[src/rtl/latex_line_streamer_if.sv]
// Request, pointer-table, character-ROM and character-stream signals of the LaTeX line streamer.
// The slave modport is the streamer; the master modport is its environment.
interface latex_line_streamer_if #(
  parameter int CHAR_W = 8,
  parameter int WORD_W = 16,
  parameter int ADDR_W = 8,
  parameter int LINE_W = 6,
  parameter int LEN_W  = 8
);
  logic                    req_valid;
  logic                    req_ready;
  logic [LINE_W-1:0]       req_line;
  logic                    req_side;
  logic                    loop_en;
  logic                    abort;
  logic [LINE_W:0]         ptr_line;
  logic [LEN_W+ADDR_W-1:0] ptr_entry;
  logic [ADDR_W-1:0]       mem_addr;
  logic [WORD_W-1:0]       mem_dout;
  logic                    out_valid;
  logic                    out_ready;
  logic [CHAR_W-1:0]       out_char;
  logic                    out_last;
  logic                    busy;
  logic [2:0]              state_dbg;

  // A character transfers on a cycle where out_valid && out_ready; once out_valid
  // is high, out_char/out_last hold until that transfer (or abort/rst). Requests
  // transfer on req_valid && req_ready.
  modport slave (
    input  req_valid, req_line, req_side, loop_en, abort, ptr_entry, mem_dout, out_ready,
    output req_ready, ptr_line, mem_addr, out_valid, out_char, out_last, busy, state_dbg
  );

  modport master (
    output req_valid, req_line, req_side, loop_en, abort, ptr_entry, mem_dout, out_ready,
    input  req_ready, ptr_line, mem_addr, out_valid, out_char, out_last, busy, state_dbg
  );
endinterface

[src/rtl/latex_line_streamer.sv]
// Streams one packed-ASCII LaTeX line (function or transform side) as valid/ready characters,
// fetching packed words from a synchronous ROM and optionally replaying the line.
module latex_line_streamer #(
  parameter int CHAR_W = 8,
  parameter int WORD_W = 16,
  parameter int ADDR_W = 8,
  parameter int LINE_W = 6,
  parameter int LEN_W  = 8
) (
  input  logic                  clk,
  input  logic                  rst,
  latex_line_streamer_if.slave  bus
);
  localparam int CPW   = WORD_W / CHAR_W;
  localparam int IDX_W = $clog2(CPW + 1);

  typedef enum logic [2:0] {
    S_IDLE   = 3'd0,
    S_LOOKUP = 3'd1,
    S_FETCH  = 3'd2,
    S_WAIT   = 3'd3,
    S_EMIT   = 3'd4
  } state_t;

  state_t              state_q, state_d;
  logic                side_q, side_d;
  logic [LINE_W-1:0]   line_q, line_d;
  logic [LEN_W-1:0]    len_q, len_d;
  logic [LEN_W-1:0]    rem_q, rem_d;
  logic [ADDR_W-1:0]   start_q, start_d;
  logic [ADDR_W-1:0]   cur_q, cur_d;
  logic [ADDR_W-1:0]   mem_addr_q, mem_addr_d;
  logic [IDX_W-1:0]    idx_q, idx_d;
  logic [WORD_W-1:0]   word_q, word_d;

  logic [LEN_W-1:0]    ptr_len;
  logic [ADDR_W-1:0]   ptr_start;
  logic                emit_valid;

  assign ptr_len   = bus.ptr_entry[LEN_W+ADDR_W-1 -: LEN_W];
  assign ptr_start = bus.ptr_entry[ADDR_W-1:0];

  // mem_addr is loaded on entry to FETCH so the ROM samples it during FETCH and
  // its data is present during WAIT.
  always_comb begin
    state_d    = state_q;
    side_d     = side_q;
    line_d     = line_q;
    len_d      = len_q;
    rem_d      = rem_q;
    start_d    = start_q;
    cur_d      = cur_q;
    mem_addr_d = mem_addr_q;
    idx_d      = idx_q;
    word_d     = word_q;
    case (state_q)
      S_IDLE: begin
        if (bus.req_valid) begin
          side_d  = bus.req_side;
          line_d  = bus.req_line;
          state_d = S_LOOKUP;
        end
      end
      S_LOOKUP: begin
        len_d   = ptr_len;
        rem_d   = ptr_len;
        start_d = ptr_start;
        cur_d   = ptr_start;
        if (ptr_len == '0) begin
          state_d = S_IDLE;
        end else begin
          mem_addr_d = ptr_start;
          state_d    = S_FETCH;
        end
      end
      S_FETCH: state_d = S_WAIT;
      S_WAIT: begin
        word_d  = bus.mem_dout;
        idx_d   = '0;
        state_d = S_EMIT;
      end
      S_EMIT: begin
        if (bus.out_ready) begin
          rem_d  = rem_q - 1'b1;
          idx_d  = idx_q + 1'b1;
          word_d = word_q << CHAR_W;
          if (rem_q == LEN_W'(1)) begin
            if (bus.loop_en) begin
              rem_d      = len_q;
              cur_d      = start_q;
              mem_addr_d = start_q;
              state_d    = S_FETCH;
            end else begin
              state_d = S_IDLE;
            end
          end else if (idx_d == IDX_W'(CPW)) begin
            cur_d      = cur_q + 1'b1;
            mem_addr_d = cur_q + 1'b1;
            state_d    = S_FETCH;
          end
        end
      end
      default: state_d = S_IDLE;
    endcase
    if (bus.abort) state_d = S_IDLE;
  end

  always_ff @(posedge clk) begin
    if (rst) begin
      state_q    <= S_IDLE;
      side_q     <= 1'b0;
      line_q     <= '0;
      len_q      <= '0;
      rem_q      <= '0;
      start_q    <= '0;
      cur_q      <= '0;
      mem_addr_q <= '0;
      idx_q      <= '0;
      word_q     <= '0;
    end else begin
      state_q    <= state_d;
      side_q     <= side_d;
      line_q     <= line_d;
      len_q      <= len_d;
      rem_q      <= rem_d;
      start_q    <= start_d;
      cur_q      <= cur_d;
      mem_addr_q <= mem_addr_d;
      idx_q      <= idx_d;
      word_q     <= word_d;
    end
  end

  // Abort masks out_valid in its own cycle so a cancelled character never transfers.
  assign emit_valid    = (state_q == S_EMIT) && !bus.abort;
  assign bus.out_valid = emit_valid;
  assign bus.out_char  = (state_q == S_EMIT) ? word_q[WORD_W-1 -: CHAR_W] : '0;
  assign bus.out_last  = emit_valid && (rem_q == LEN_W'(1));
  assign bus.req_ready = (state_q == S_IDLE);
  assign bus.busy      = (state_q != S_IDLE);
  assign bus.ptr_line  = {side_q, line_q};
  assign bus.mem_addr  = mem_addr_q;
  assign bus.state_dbg = state_q;
endmodule

[src/flat_wrapper.sv]
// flat-port wrapper written by rule: the top's interface ports become plain ports
module latex_line_streamer_flat 
#(
  parameter int CHAR_W = 8,
  parameter int WORD_W = 16,
  parameter int ADDR_W = 8,
  parameter int LINE_W = 6,
  parameter int LEN_W  = 8
)
  (clk, rst, bus_req_valid, bus_req_line, bus_req_side, bus_loop_en, bus_abort, bus_ptr_entry, bus_mem_dout, bus_out_ready, bus_req_ready, bus_ptr_line, bus_mem_addr, bus_out_valid, bus_out_char, bus_out_last, bus_busy, bus_state_dbg);
  latex_line_streamer_if #(.CHAR_W(CHAR_W), .WORD_W(WORD_W), .ADDR_W(ADDR_W), .LINE_W(LINE_W), .LEN_W(LEN_W)) bus_i ();
  input  logic clk;
  input  logic rst;
  input wire logic [$bits(bus_i.req_valid)-1:0] bus_req_valid;
  input wire logic [$bits(bus_i.req_line)-1:0] bus_req_line;
  input wire logic [$bits(bus_i.req_side)-1:0] bus_req_side;
  input wire logic [$bits(bus_i.loop_en)-1:0] bus_loop_en;
  input wire logic [$bits(bus_i.abort)-1:0] bus_abort;
  input wire logic [$bits(bus_i.ptr_entry)-1:0] bus_ptr_entry;
  input wire logic [$bits(bus_i.mem_dout)-1:0] bus_mem_dout;
  input wire logic [$bits(bus_i.out_ready)-1:0] bus_out_ready;
  output wire logic [$bits(bus_i.req_ready)-1:0] bus_req_ready;
  output wire logic [$bits(bus_i.ptr_line)-1:0] bus_ptr_line;
  output wire logic [$bits(bus_i.mem_addr)-1:0] bus_mem_addr;
  output wire logic [$bits(bus_i.out_valid)-1:0] bus_out_valid;
  output wire logic [$bits(bus_i.out_char)-1:0] bus_out_char;
  output wire logic [$bits(bus_i.out_last)-1:0] bus_out_last;
  output wire logic [$bits(bus_i.busy)-1:0] bus_busy;
  output wire logic [$bits(bus_i.state_dbg)-1:0] bus_state_dbg;
  assign bus_i.req_valid = bus_req_valid;
  assign bus_i.req_line = bus_req_line;
  assign bus_i.req_side = bus_req_side;
  assign bus_i.loop_en = bus_loop_en;
  assign bus_i.abort = bus_abort;
  assign bus_i.ptr_entry = bus_ptr_entry;
  assign bus_i.mem_dout = bus_mem_dout;
  assign bus_i.out_ready = bus_out_ready;
  assign bus_req_ready = bus_i.req_ready;
  assign bus_ptr_line = bus_i.ptr_line;
  assign bus_mem_addr = bus_i.mem_addr;
  assign bus_out_valid = bus_i.out_valid;
  assign bus_out_char = bus_i.out_char;
  assign bus_out_last = bus_i.out_last;
  assign bus_busy = bus_i.busy;
  assign bus_state_dbg = bus_i.state_dbg;
  latex_line_streamer #(.CHAR_W(CHAR_W), .WORD_W(WORD_W), .ADDR_W(ADDR_W), .LINE_W(LINE_W), .LEN_W(LEN_W)) u_core (.clk(clk), .rst(rst), .bus(bus_i));
endmodule
[config.mk]
export PLATFORM = sky130hd
export DESIGN_NAME = latex_line_streamer_flat
export DESIGN_NICKNAME = d
export VERILOG_FILES = /design/src/rtl/latex_line_streamer_if.sv /design/src/rtl/latex_line_streamer.sv /design/src/flat_wrapper.sv
export SDC_FILE = /design/constraint.sdc
export NUM_CORES = 1
export LEC_CHECK = 0
export CAP_MARGIN = 20
export CORE_ASPECT_RATIO = 0.75
export CORE_MARGIN = 5
export CORE_UTILIZATION = 54
export CTS_BUF_LIST = sky130_fd_sc_hd__clkbuf_16
export CTS_CLUSTER_DIAMETER = 40
export CTS_CLUSTER_SIZE = 25
export DETAILED_ROUTE_END_ITERATION = 6
export PLACE_DENSITY_LB_ADDON = 0.3
export RECOVER_POWER = 100
export SYNTH_ARGS = -nofsm -noshare
export SYNTH_HDL_FRONTEND = slang
export SYNTH_SLANG_ARGS = --single-unit
[constraint.sdc]
create_clock -name clk -period 5.5 [get_ports clk]
set_input_delay 1.1 -clock clk [delete_from_list [all_inputs] [get_ports clk]]
set_output_delay 1.1 -clock clk [all_outputs]
set_load 0.02 [all_outputs]
* Yosys cells after proc, flatten, opt, wreduce, memory -nomap -nowiden *
Index checks and enable logic that the tools add are counted.

storage, ports and cells
  bits of input ports = 45
  register bits after elaboration = 68
  output and inout port bits = 30
  word-level logic and storage cells = 62

cells by class
  equal/unequal tests = 11
  multiplexer cells = 23
  reductions and logical operators = 15
  add/sub/neg operators = 3

operators by type and width
  operator                                                count
  2-to-1 mux 8 bit                                        9
  one-hot mux 8 bit (2 select lines)                      3
  one-hot mux 16 bit (2 select lines)                     1
  2-to-1 mux 16 bit                                       1
  one-hot mux 3 bit (5 select lines)                      1
  2-to-1 mux 3 bit                                        4
  adder 8 x 1 -> 8 bit (second input constant)            1
  == test 8 x 1 -> 1 bit (second input constant)          1
  zero test 8 bit                                         1
  subtractor 8 x 1 -> 8 bit (second input constant)       1
  == test 3 x 2 -> 1 bit (second input constant)          2
  2-to-1 mux 2 bit                                        3
  inequality test 2 bit (second input constant)           3
  AND reduction 2 bit                                     3
  AND reduction 5 bit                                     1
  one-hot mux 2 bit (2 select lines)                      1
  AND reduction 4 bit                                     1
  nonzero test 2 bit                                      2
  == test 3 x 1 -> 1 bit (second input constant)          1
  == test 3 bit (second input constant)                   1
  zero test 3 bit                                         1
  inequality test 3 x 1 -> 1 bit (second input constant)  1
  inequality test 3 bit (second input constant)           1
  AND reduction 3 bit                                     1
  6 further kinds                                         7

* Logic depth before layout (Yosys ltp) *
Gate-level depths: netlist of run 1.

  word-level depth = 6
  mapped depth = 9
  gate-level depth less buffers = 7

* Least setup slack after synthesis of run 1 *
No wires, ideal clock.

  path type = register to output
  start = register u_core.state_q[1], in the netlist u_core.bus.state_dbg[1]
  end = output port bus_out_last
  arrival time = 1.940 ns
  cell stages (with the launch flop) = 6
  buffers on the path = 3
  required time = 4.400 ns
  slack = 2.460 ns
  cells stage by stage = dfxtp_1 -> buf_2 -> or3b_2 -> clkbuf_1 -> clkbuf_1 -> nor3_1

on the way
  cells in the longest elaborated chain, start to end = 3

ends and longest elaborated chain
  item                    RTL line                    source
  start, declared         latex_line_streamer.sv:25   state_t state_q, state_d;
  start signal, assigned  latex_line_streamer.sv:121  state_q <= state_d;
  == test 3 bit           latex_line_streamer.sv:135  assign emit_valid = (state_q == S_EMIT) && !bus.abort;
  logical AND 1 bit       latex_line_streamer.sv:135
  logical AND 1 bit       latex_line_streamer.sv:138  assign bus.out_last = emit_valid && (rem_q == LEN_W'(1));
  end, declared           flat_wrapper.sv:27          output wire logic [$bits(bus_i.out_last)-1:0] bus_out_last;

No other way between the ends.

* Worst setup path in the final report of run 1 *
  start = input port bus_loop_en
  end = register u_core.mem_addr_q[6], in the netlist u_core.bus.mem_addr[6]

on the way
  cells in the longest elaborated chain, start to end = 2

ends and longest elaborated chain
  item                             RTL line                    source
  start, declared                  flat_wrapper.sv:17          input wire logic [$bits(bus_i.loop_en)-1:0] bus_loop_en;
  inequality test 3 bit (no line)  --
  AND reduction 5 bit (no line)    --
  end signal, assigned             latex_line_streamer.sv:128  mem_addr_q <= mem_addr_d;
  end, declared                    latex_line_streamer.sv:32   logic [ADDR_W-1:0] mem_addr_q, mem_addr_d;

No other way between the ends.
A chain may end at the register's enable or synchronous reset.

==> key figures, run 1 <==
Yosys
  • Gate Count Post-Synth: 411
  • Area contributors post-synth: dfxtp_1, nand2_1, a21oi_1, nor2_1, mux2i_1
  • Yosys warns: 0
  • Post-synth top area share: 40.4%
  • Mapped Nets: 460
  • EDFF count, synth: 0
  • Most common cell in the netlist: nand2_1
  • Avg Cell Area, Syn: roughly 8 µm²
  • Sequential area share after synthesis: 40.4%
  • Synth area leader: dfxtp_1
  • Top FF cell, synth: dfxtp_1
  • Commonest cells post-synth: nand2_1, dfxtp_1, nor2_1, a21oi_1, o21ai_0
  • Synth Register Bits: 68
  • Synth async-reset ratio: 0%
  • Synth cell types: 54
  • Cell area after synthesis: 3370 µm²

Place
  • PortBufs: between 70 and 80
  • Dpl ws: 1.97 ns
  • Final Wtd Congestion: a little under 0.9
  • DP Wirelength: 6250 µm

Worst hold path
  • Hold Startpoint: u_core.len_q[3]$_SDFFE_PP0N_
  • Min-Delay Endpoint: u_core.len_q[3]$_SDFFE_PP0N_
  • Hold depth: 2
  • Worst Hold Class: reg -> reg

Clock network
  • Hold-fix buffer count after cts: 0
  • TritonCTS clock tree: built
  • # Post-CTS Setup Buffers: 0
  • Cts bufs inserted: 9
  • CTS H-tree lvls: 3
  • Worst-path clk slew: 0.05 ns
  • Root buffer cell: clkbuf_16
  • Resize count post-CTS: 0
  • Sink Count: 68
  • Worst-skew pair later-pin latency: 0.33 ns
  • Longest Clk Path Bufs: 2

Setup path
  • Critical path's slowest cell: a211oi_1
  • CP endpoint kind: register
  • CP Data Arrival Time: roughly 4.5 ns
  • Crit path max fanout: 14
  • CP top delay family: compound AO/OA/AOI/OAI gates
  • Critical-path cell list: dlygate4sd3_1 -> nor4bb_1 -> a21oi_2 -> a211oi_1 -> nor2_1 -> a311oi_2
  • CP Launch Type: input pin
  • Worst r2r src: u_core.bus.state_dbg[1]$_SDFFE_PP0P_
  • Worst path bufs/invs: 1
  • R2r setup slk: 1.92 ns
  • Required @ worst endpoint: 5.74 ns
  • CP Class: in -> reg
  • R2R cell count: 5
  • Reg2reg end: u_core.bus.mem_addr[6]$_SDFFE_PP0P_
  • CP peak stage delay: 1.67 ns

Drt
  • 1st-iter DRT viols: 312
  • Number of iterations in the first detailed-routing pass: 5
  • Wire length per cell: between 15 and 20 µm
  • Total Wirelength: 9440 µm
  • Residual DRC: 0
  • Vias/cell: 5.88
  • Detailed-route via count: 3,259
  • Final antenna-violating net count: 0

STA
  • Max_slew headroom: -40.1%
  • Final Hold Fails: 0
  • Crit share post-route: 77.2%
  • Setup WS post-layout: 1.25 ns
  • Setup violations, final: 0
  • Hold Slack: 0.458 ns
  • Clock Skews: ~0.0065 ns
  • Sum Neg Setup Slack: 0 ns
  • FMAX: 235 MHz
  • Measured slew at the worst slew-check pin: 2.09 ns
  • Final min period: approximately 4.2 ns
  • Max Slew Vio Count: 15
  • RSZ-0062 raised after global routing: no

Pwr
  • Gate power share: 17.0%
  • Int Pwr: 0.965 mW
  • Sw frac: 27.3%
  • Net switching power: about 0.36 mW
  • Clock power share: between 40% and 50%
  • Pwr Total: 1.33 mW
  • Seq pwr share: 41.1%
  • P_leak: 1.64 nW
  • PD cells: 306 nW/µm²
  • Max VDD drop: 226 µV

Global route
  • M2 GR Usage: 38.1%
  • Busiest grt layer: met2
  • Pin count of the biggest net entering global routing: just over 60
  • Grt met1 use: between 30% and 40%
  • Vias in the first global route: 3,188
  • Global-route wire length before repair: 15,400 µm
  • GRT overflow: 0
  • Initial antenna violation count: 0
  • M3 GR Usage: 8.15%
  • GRT Resource Usage Total: 24.4%

Floorplanning
  • Core area: 5950 µm²
  • Initial Util: 56.6%
  • DIE HEIGHT: 78.4 µm
  • Die width: 101 µm
  • Site Rows: 24
  • Die ar.: 7930 µm²
  • # IOs: 75

Layout
  • Synth-to-layout area growth: 28.9%
  • Final #Nets: 520
  • Antenna Cells: 0
  • Share of cells above drive strength 1: 7.14%

Status
  • Run status: finished with violations
  • Failing checks: max-capacitance violations, max-slew violations

Job
  • Max Cap Viol: 1
## worst max-delay path by stage
stage          cells past startpoint                             endpoint                                  from
2_1_floorplan                      5                         bus_out_last  u_core.bus.state_dbg[1]$_SDFFE_PP0P_
3_3_place_gp                       3                         bus_out_last                             bus_abort
3_5_place_dp                       3                         bus_out_last                             bus_abort
4_1_cts                            5                         bus_out_last          u_core.rem_q[0]$_SDFFE_PP0P_
5_1_grt                            6  u_core.bus.mem_addr[7]$_SDFFE_PP0P_                           bus_loop_en
6_report                           6  u_core.bus.mem_addr[6]$_SDFFE_PP0P_                           bus_loop_en
## cell type report
| class | instances | area (µm²) |
|---|---|---|
| clock buffers | 9 | 225 |
| clock inverters | 7 | 58.8 |
| fillers | 479 | 1610 |
| inverters | 7 | 26.3 |
| multi-input cells | 307 | 1810 |
| flip-flops and latches | 68 | 1360 |
| well taps | 78 | 97.6 |
| repair buffers | 78 | 758 |
## power by group through the flow
stage / Sequential [mW] / Combinational [mW] / Clock, mW
6_report: 0.545 / 0.226 / 0.557
5_1_grt: 0.549 / 0.245 / 0.583
4_1_cts: 0.545 / 0.231 / 0.559
3_5_place_dp: 0.554 / 0.227 / 0
3_3_place_gp: 0.553 / 0.221 / 0
2_1_floorplan: 0.558 / 0.139 / 0
## registers in the layout (all words and copies together) (netlist names)
| register | count |
|---|---|
| u_core.word_q | 16 |
| u_core.bus.mem_addr | 8 |
| u_core.cur_q | 8 |
| u_core.len_q | 8 |
| u_core.rem_q | 8 |
| u_core.start_q | 8 |
| u_core.line_q | 6 |
| u_core.bus.state_dbg | 3 |
| u_core.idx_q | 2 |
| u_core.side_q | 1 |
## cell families after synthesis
kind of cell               after synthesis  share of synthesized area, %
xor gates and xnor gates                 8                          2.08
buffers and inverters                   36                          4.94
adders and majority gates                4                          1.49
and+or+nand+nor                        178                          25.2
AOI/OAI and AO/OA                      103                          21.7
DFF                                     68                          40.4
muxes                                   14                          4.16
## through the flow
step / util [%] / cell area [µm²] / instances
2_1_floorplan: - / 3370 / 411
3_3_place_gp: 68.8 / 4090 / 538
3_5_place_dp: 68.8 / 4090 / 538
4_1_cts: 73.5 / 4370 / 554
5_1_grt: 73.0 / 4340 / 554
6_report: 73.0 / 4340 / 554
## layer usage
| metal | up-vias | part of all wire [%] |
|---|---|---|
| met5 | - | 0 |
| met3 | 12 | 7.7 |
| met4 | 0 | 1.0 |
| met1 | 1525 | 44 |
| li1 | 1568 | - |
| met2 | 154 | 47 |
## placed cells by master, fill, tap and decap left out, drive strengths merged, types with 5 or more instances in the layout
| cell | count |
|---|---|
| clkinv | 5 |
| inv | 7 |
| nand2 | 78 |
| mux2i | 14 |
| dfxtp | 68 |
| nor4 | 5 |
| a211oi | 8 |
| nor3 | 6 |
| clkbuf | 11 |
| a311oi | 12 |
| clkdlybuf4s50 | 43 |
| and2 | 10 |
| nand3 | 14 |
| nor2 | 45 |
| o21ai | 22 |
| a21oi | 35 |
| dlygate4sd3 | 30 |
## worst reg2reg max path, cell delays in order (launching register included)
cell and delay (ns):
dfxtp_1 0.56, or3b_1 0.76, a21oi_2 0.06, a211oi_1 1.67
nor2_1 0.13, a311oi_2 0.31
Power figures use the tool's default switching activity.
==> run 2, diff against run 1 <==
--- a/config.mk
+++ b/config.mk
@@ -8,7 +8,7 @@
 export CAP_MARGIN = 20
 export CORE_ASPECT_RATIO = 0.75
 export CORE_MARGIN = 5
-export CORE_UTILIZATION = 54
+export CORE_UTILIZATION = 50
 export CTS_BUF_LIST = sky130_fd_sc_hd__clkbuf_16
 export CTS_CLUSTER_DIAMETER = 40
 export CTS_CLUSTER_SIZE = 25
==> constraint.sdc (replaced) <==
create_clock -name clk -period 4.2 [get_ports clk]
set_input_delay 0.84 -clock clk [delete_from_list [all_inputs] [get_ports clk]]
set_output_delay 0.84 -clock clk [all_outputs]
set_load 0.02 [all_outputs]
==> key figures, run 2 (synthesis results as in run 1) <==
Clock network
  • Worst-skew pair later-pin latency: 0.34 ns
  • Resize count post-CTS: 0
  • Longest Clk Path Bufs: 2
  • Sink Count: 68
  • Root buffer cell: clkbuf_16
  • Hold-fix buffer count after cts: 0
  • # Post-CTS Setup Buffers: 0
  • CTS H-tree lvls: 3
  • TritonCTS clock tree: built
  • Cts bufs inserted: 9
  • Worst-path clk slew: 0.06 ns

Status
  • Run status: finished with violations
  • Failing checks: max-capacitance violations, max-slew violations

Place
  • DP Wirelength: 6290 µm
  • Dpl ws: roughly 1.0 ns
  • Final Wtd Congestion: between 0.9 and 1
  • Placed cell count: 540
  • DP Area: 4090 µm²
  • PortBufs: 74

Layout
  • Final core utilization: 68.3%
  • Synth-to-layout area growth: 30.0%
  • Number of fill cells: about 530
  • Post-route design area: 4380 µm²
  • Layout Cells excl Fill: 556
  • Largest Register: u_core.word_q
  • Antenna Cells: 0
  • Most common cell after layout, fill and taps aside: nand2_1
  • Share of cells above drive strength 1: between 7 and 8%
  • Commonest non-fill, non-tap cells in the layout: nand2_1, dfxtp_1, clkdlybuf4s50_1
  • Max reg flops: 16
  • Final #Nets: a little over 500

Setup path
  • CP peak stage delay: between 0.7 and 0.8 ns
  • CP Class: reg -> out
  • CP endpoint kind: output port
  • Crit path max fanout: 9
  • Required @ worst endpoint: 3.36 ns
  • Critical-path cell list: ha_1 -> nor3b_1 -> nand2_1 -> nor3_1 -> dlygate4sd3_1
  • Critical path's slowest cell: dlygate4sd3_1
  • CP Launch Type: register
  • CP Data Arrival Time: 2.64 ns

Drt
  • Total Wirelength: 8990 µm
  • Number of iterations in the first detailed-routing pass: 5
  • Final antenna-violating net count: 0
  • Wire length per cell: 16.2 µm
  • Vias/cell: 5.75
  • Residual DRC: 0
  • Detailed-route via count: 3,196
  • 1st-iter DRT viols: 187

Floorplanning
  • DIE HEIGHT: 81.1 µm
  • Core area: 6410 µm²
  • Die ar.: 8490 µm²
  • Die width: between 100 and 150 µm
  • # IOs: 75
  • Initial Util: 52.5%
  • Site Rows: 25

STA
  • Clock Skews: ~0.005 ns
  • Final Hold Fails: 0
  • Max Slew Vio Count: 37
  • Hold Slack: ~0.45 ns
  • Max_slew headroom: -8.36%
  • Final min period: 3.48 ns
  • Measured slew at the worst slew-check pin: 1.63 ns
  • Setup violations, final: 0
  • Crit share post-route: 82.9%
  • FMAX: 287 MHz
  • Setup WS post-layout: 0.717 ns
  • RSZ-0062 raised after global routing: no
  • Sum Neg Setup Slack: 0 ns

Global route
  • GRT Resource Usage Total: approximately 22%
  • GRT overflow: 0
  • Initial antenna violation count: 0
  • Vias in the first global route: roughly 3,000
  • Global-route wire length before repair: 14,900 µm
  • Pin count of the biggest net entering global routing: 37

Pwr
  • PD cells: 418 nW/µm²
  • Max VDD drop: about 300 µV
  • P_leak: around 1.7 nW
  • Pwr Total: 1.83 mW

Job
  • Max Cap Viol: 1

Worst hold path
  • Worst Hold Class: reg -> reg
==> run 2: power breakdown <==
group          switching, mW  internal, mW
registers             0.0342         0.680
clock network          0.303         0.524
logic                  0.157         0.132
==> run 2: path summary, 6_finish.rpt <==
path | startpoint | end | slack, ns | cells after the start
setup reg to reg | u_core.bus.state_dbg[2]$_SDFFE_PP0P_ | u_core.word_q[14]$_SDFFE_PP0P_ | 0.83 | 6
hold reg to reg | u_core.start_q[7]$_SDFFE_PP0N_ | u_core.start_q[7]$_SDFFE_PP0N_ | 0.45 | 2
setup / recovery | u_core.rem_q[0]$_SDFFE_PP0P_ | bus_out_last | 0.72 | 5
hold / removal | u_core.start_q[7]$_SDFFE_PP0N_ | u_core.start_q[7]$_SDFFE_PP0N_ | 0.45 | 2
==> run 2: final cells by class <==
cell class                 count  area, µm²  area share [%]
clock inverter                 7       97.6            2.23
sequential                    68       1360            31.1
inverter                       7       26.3           0.600
timing repair buffer          77        749            17.1
multi-input combinational    307       1820            41.5
clock buffer                   9        225            5.15
tap                           81        101            2.32
==> run 2: worst max-delay path, delay by kind of cell (launching register included) <==
family	cells	cell delay, ns
buf+inv	1	0.72
fa+ha+maj	1	0.22
simple gates	3	0.91
flops	1	0.44
==> run 2: per-layer routing <==
metal	track usage, %	share of wire [%]	up-vias
met1	28.5	45	1509
li1	-	-	1561
met4	5.11	1.0	0
met3	7.70	7.5	8
met5	0	0	-
met2	34.5	46	118
==> variant (settings of run 2) <==
`mem_addr_q` and `word_q` no longer have a reset.
--- a/src/rtl/latex_line_streamer.sv
+++ b/src/rtl/latex_line_streamer.sv
@@ -114,9 +114,7 @@
       rem_q      <= '0;
       start_q    <= '0;
       cur_q      <= '0;
-      mem_addr_q <= '0;
       idx_q      <= '0;
-      word_q     <= '0;
     end else begin
       state_q    <= state_d;
       side_q     <= side_d;
@@ -125,10 +123,13 @@
       rem_q      <= rem_d;
       start_q    <= start_d;
       cur_q      <= cur_d;
-      mem_addr_q <= mem_addr_d;
       idx_q      <= idx_d;
-      word_q     <= word_d;
     end
+  end
+
+  always_ff @(posedge clk) begin
+    mem_addr_q <= mem_addr_d;
+    word_q     <= word_d;
   end
 
   // Abort masks out_valid in its own cycle so a cancelled character never transfers.
Formal check against the unedited RTL: differs if rst is asserted again (counterexample within 4 cycles, from zero or initial values and one cycle with rst high); with rst held inactive, the same outputs for 10 cycles.
==> variant against run 2 <==
The run still ends with capacitance limit, slew limit left. Critical path depth is the same. Non-clock buffer count grew 3. Power shrank 7.7%. Clock power shrank 20%. Final cell count shrank 6.1%. First-iteration DRC count shrank 50%. Synthesized area shrank 3.0%. Synthesized cell count shrank 10%. Design area shrank 1.8%. Wire length shrank 10%. Worst setup slack lost 26 ps. Sequential cell count is the same. Sequential power grew 4.9%.
==> variant: results (changes against run 2) <==
- Status: complete, but fails checks (unchanged)
- Failing checks: capacitance limit, slew limit (unchanged)
- Layout cells sized above 1: 6.35% (was 7.37%)
- Largest net degree at the start of global routing: 42 (was 37)
- Clock group power: 0.658 mW (was 0.827 mW)
- Number of unique standard cell types used by synthesis: 51 (was 54)
- Max cap viols: 1 (unchanged)
- Placed cell area: 4050 um^2 (was 4090 um^2)
- Post-synth EDFFs: 24 (was 0)
- Clk slew on worst S/H paths: 50 ps
- Nets: 485 (was 519)
- Final WS setup: 692 ps (was 717 ps)
- Clock skew: 5.31 ps (was 5.12 ps)
- Arr. time, crit path: 2670 ps (was 2640 ps)
- Cell internal pwr: 1.24 mW (was 1.34 mW)
- Setup WS pre-CTS: 1050 ps (was 1030 ps)
- Worst-path maximum fanout: 11 (was 9)
- Met2 wire len: 3850 um (was 4130 um)
- R2r worst-path depth: 5 (was 6)
- Combinational power: 0.282 mW (was 0.289 mW)
- Crit-path slowest cell: clkdlybuf4s50_1 (was dlygate4sd3_1)
- Net Count, Synth: 418 (was 460)
- Post-Route WL: 8080 um (was 8990 um)
- Vias in the first global route: 2,820 (was 2,981)
- Seq/Total Area, Yosys: 49.1% (was 40.4%)
- Leak Pwr: 1.65 nW (was 1.66 nW)
- Placed Cells: 506 (was 540)
- Largest cells by area after synthesis: dfxtp_1 27%, edfxtp_1 22%, nand2_1 9.8%, nor2_1 4.3%, a21oi_1 4.0% (was dfxtp_1 40%, nand2_1 8.7%, a21oi_1 4.9%, nor2_1 4.7%, mux2i_1 4.2%)
- Router iterations before antenna repair: 4 (was 5)
- DP Wirelength: 5570 um (was 6290 um)
- Via Count: 2,856 (was 3,196)
- Post-Layout Cell Count: 522 (was 556)
- Relative slew margins: -13.6% (was -8.36%)
- Hold Crit Endpoint: u_core.start_q[0] (was u_core.start_q[7])
- Max-slew violation count: 42 (was 37)
- Yosys warning total: 0 (unchanged)
- # fillers: 504 (was 529)
- Met1 WL: 3500 um (was 4090 um)
- Worst reg2reg startpoint: u_core.bus.state_dbg[1] (was u_core.bus.state_dbg[2])
- Diode count: 0 (unchanged)
- Hold path start: u_core.start_q[0] (was u_core.start_q[7])
- First-pass GRT wire length: 13,500 um (was 14,900 um)
- GPL Wtd Cong: 0.863 (was 0.920)
- Gr usage total: 21.2% (was 21.7%)
- Port Buffer Count: 74 (unchanged)
- Worst VDD drop: 0.000220 V (was 0.000299 V)
- WHS: 452 ps (was 451 ps)
- Routed wl met3: 664 um (was 675 um)
- Avg Inst Size Synth: 8.85 um^2 (was 8.19 um^2)
- Worst path max stage delay: 650 ps (was 720 ps)
- 1st-iter DRT viols: 94 (was 187)
- Util after Layout: 68.0% (was 68.3%)
## variant: per-layer routing
| metal | vias up | track usage, % |
|---|---|---|
| met5 | - | 0 |
| met3 | 9 | 7.77 |
| met1 | 1334 | 27.6 |
| met4 | 0 | 5.95 |
| li1 | 1413 | - |
| met2 | 100 | 32.9 |
## variant: cell families (layout without fill, tap and decap cells)
kind of cell | Yosys count | after routing | synth area share, %
buffers and inverters | 32 | 104 | 4.10
multiplexers | 9 | 9 | 2.80
XOR/XNOR | 9 | 9 | 2.41
AND/OR/NAND/NOR | 172 | 172 | 24.5
flip-flops | 68 | 68 | 49.1
AO/OA/AOI/OAI | 75 | 75 | 15.6
adder cells (fa/ha/maj) | 4 | 4 | 1.53
## variant: area by class of cell
cell class / instances / area share, %
Multi-Input combinational cell: 269 / 35.6
Inverter: 8 / 0.699
Tap cell: 81 / 2.36
Sequential cell: 68 / 37.3
Clock buffer: 9 / 5.24
Clock inverter: 7 / 0.844
Timing Repair Buffer: 80 / 18.0
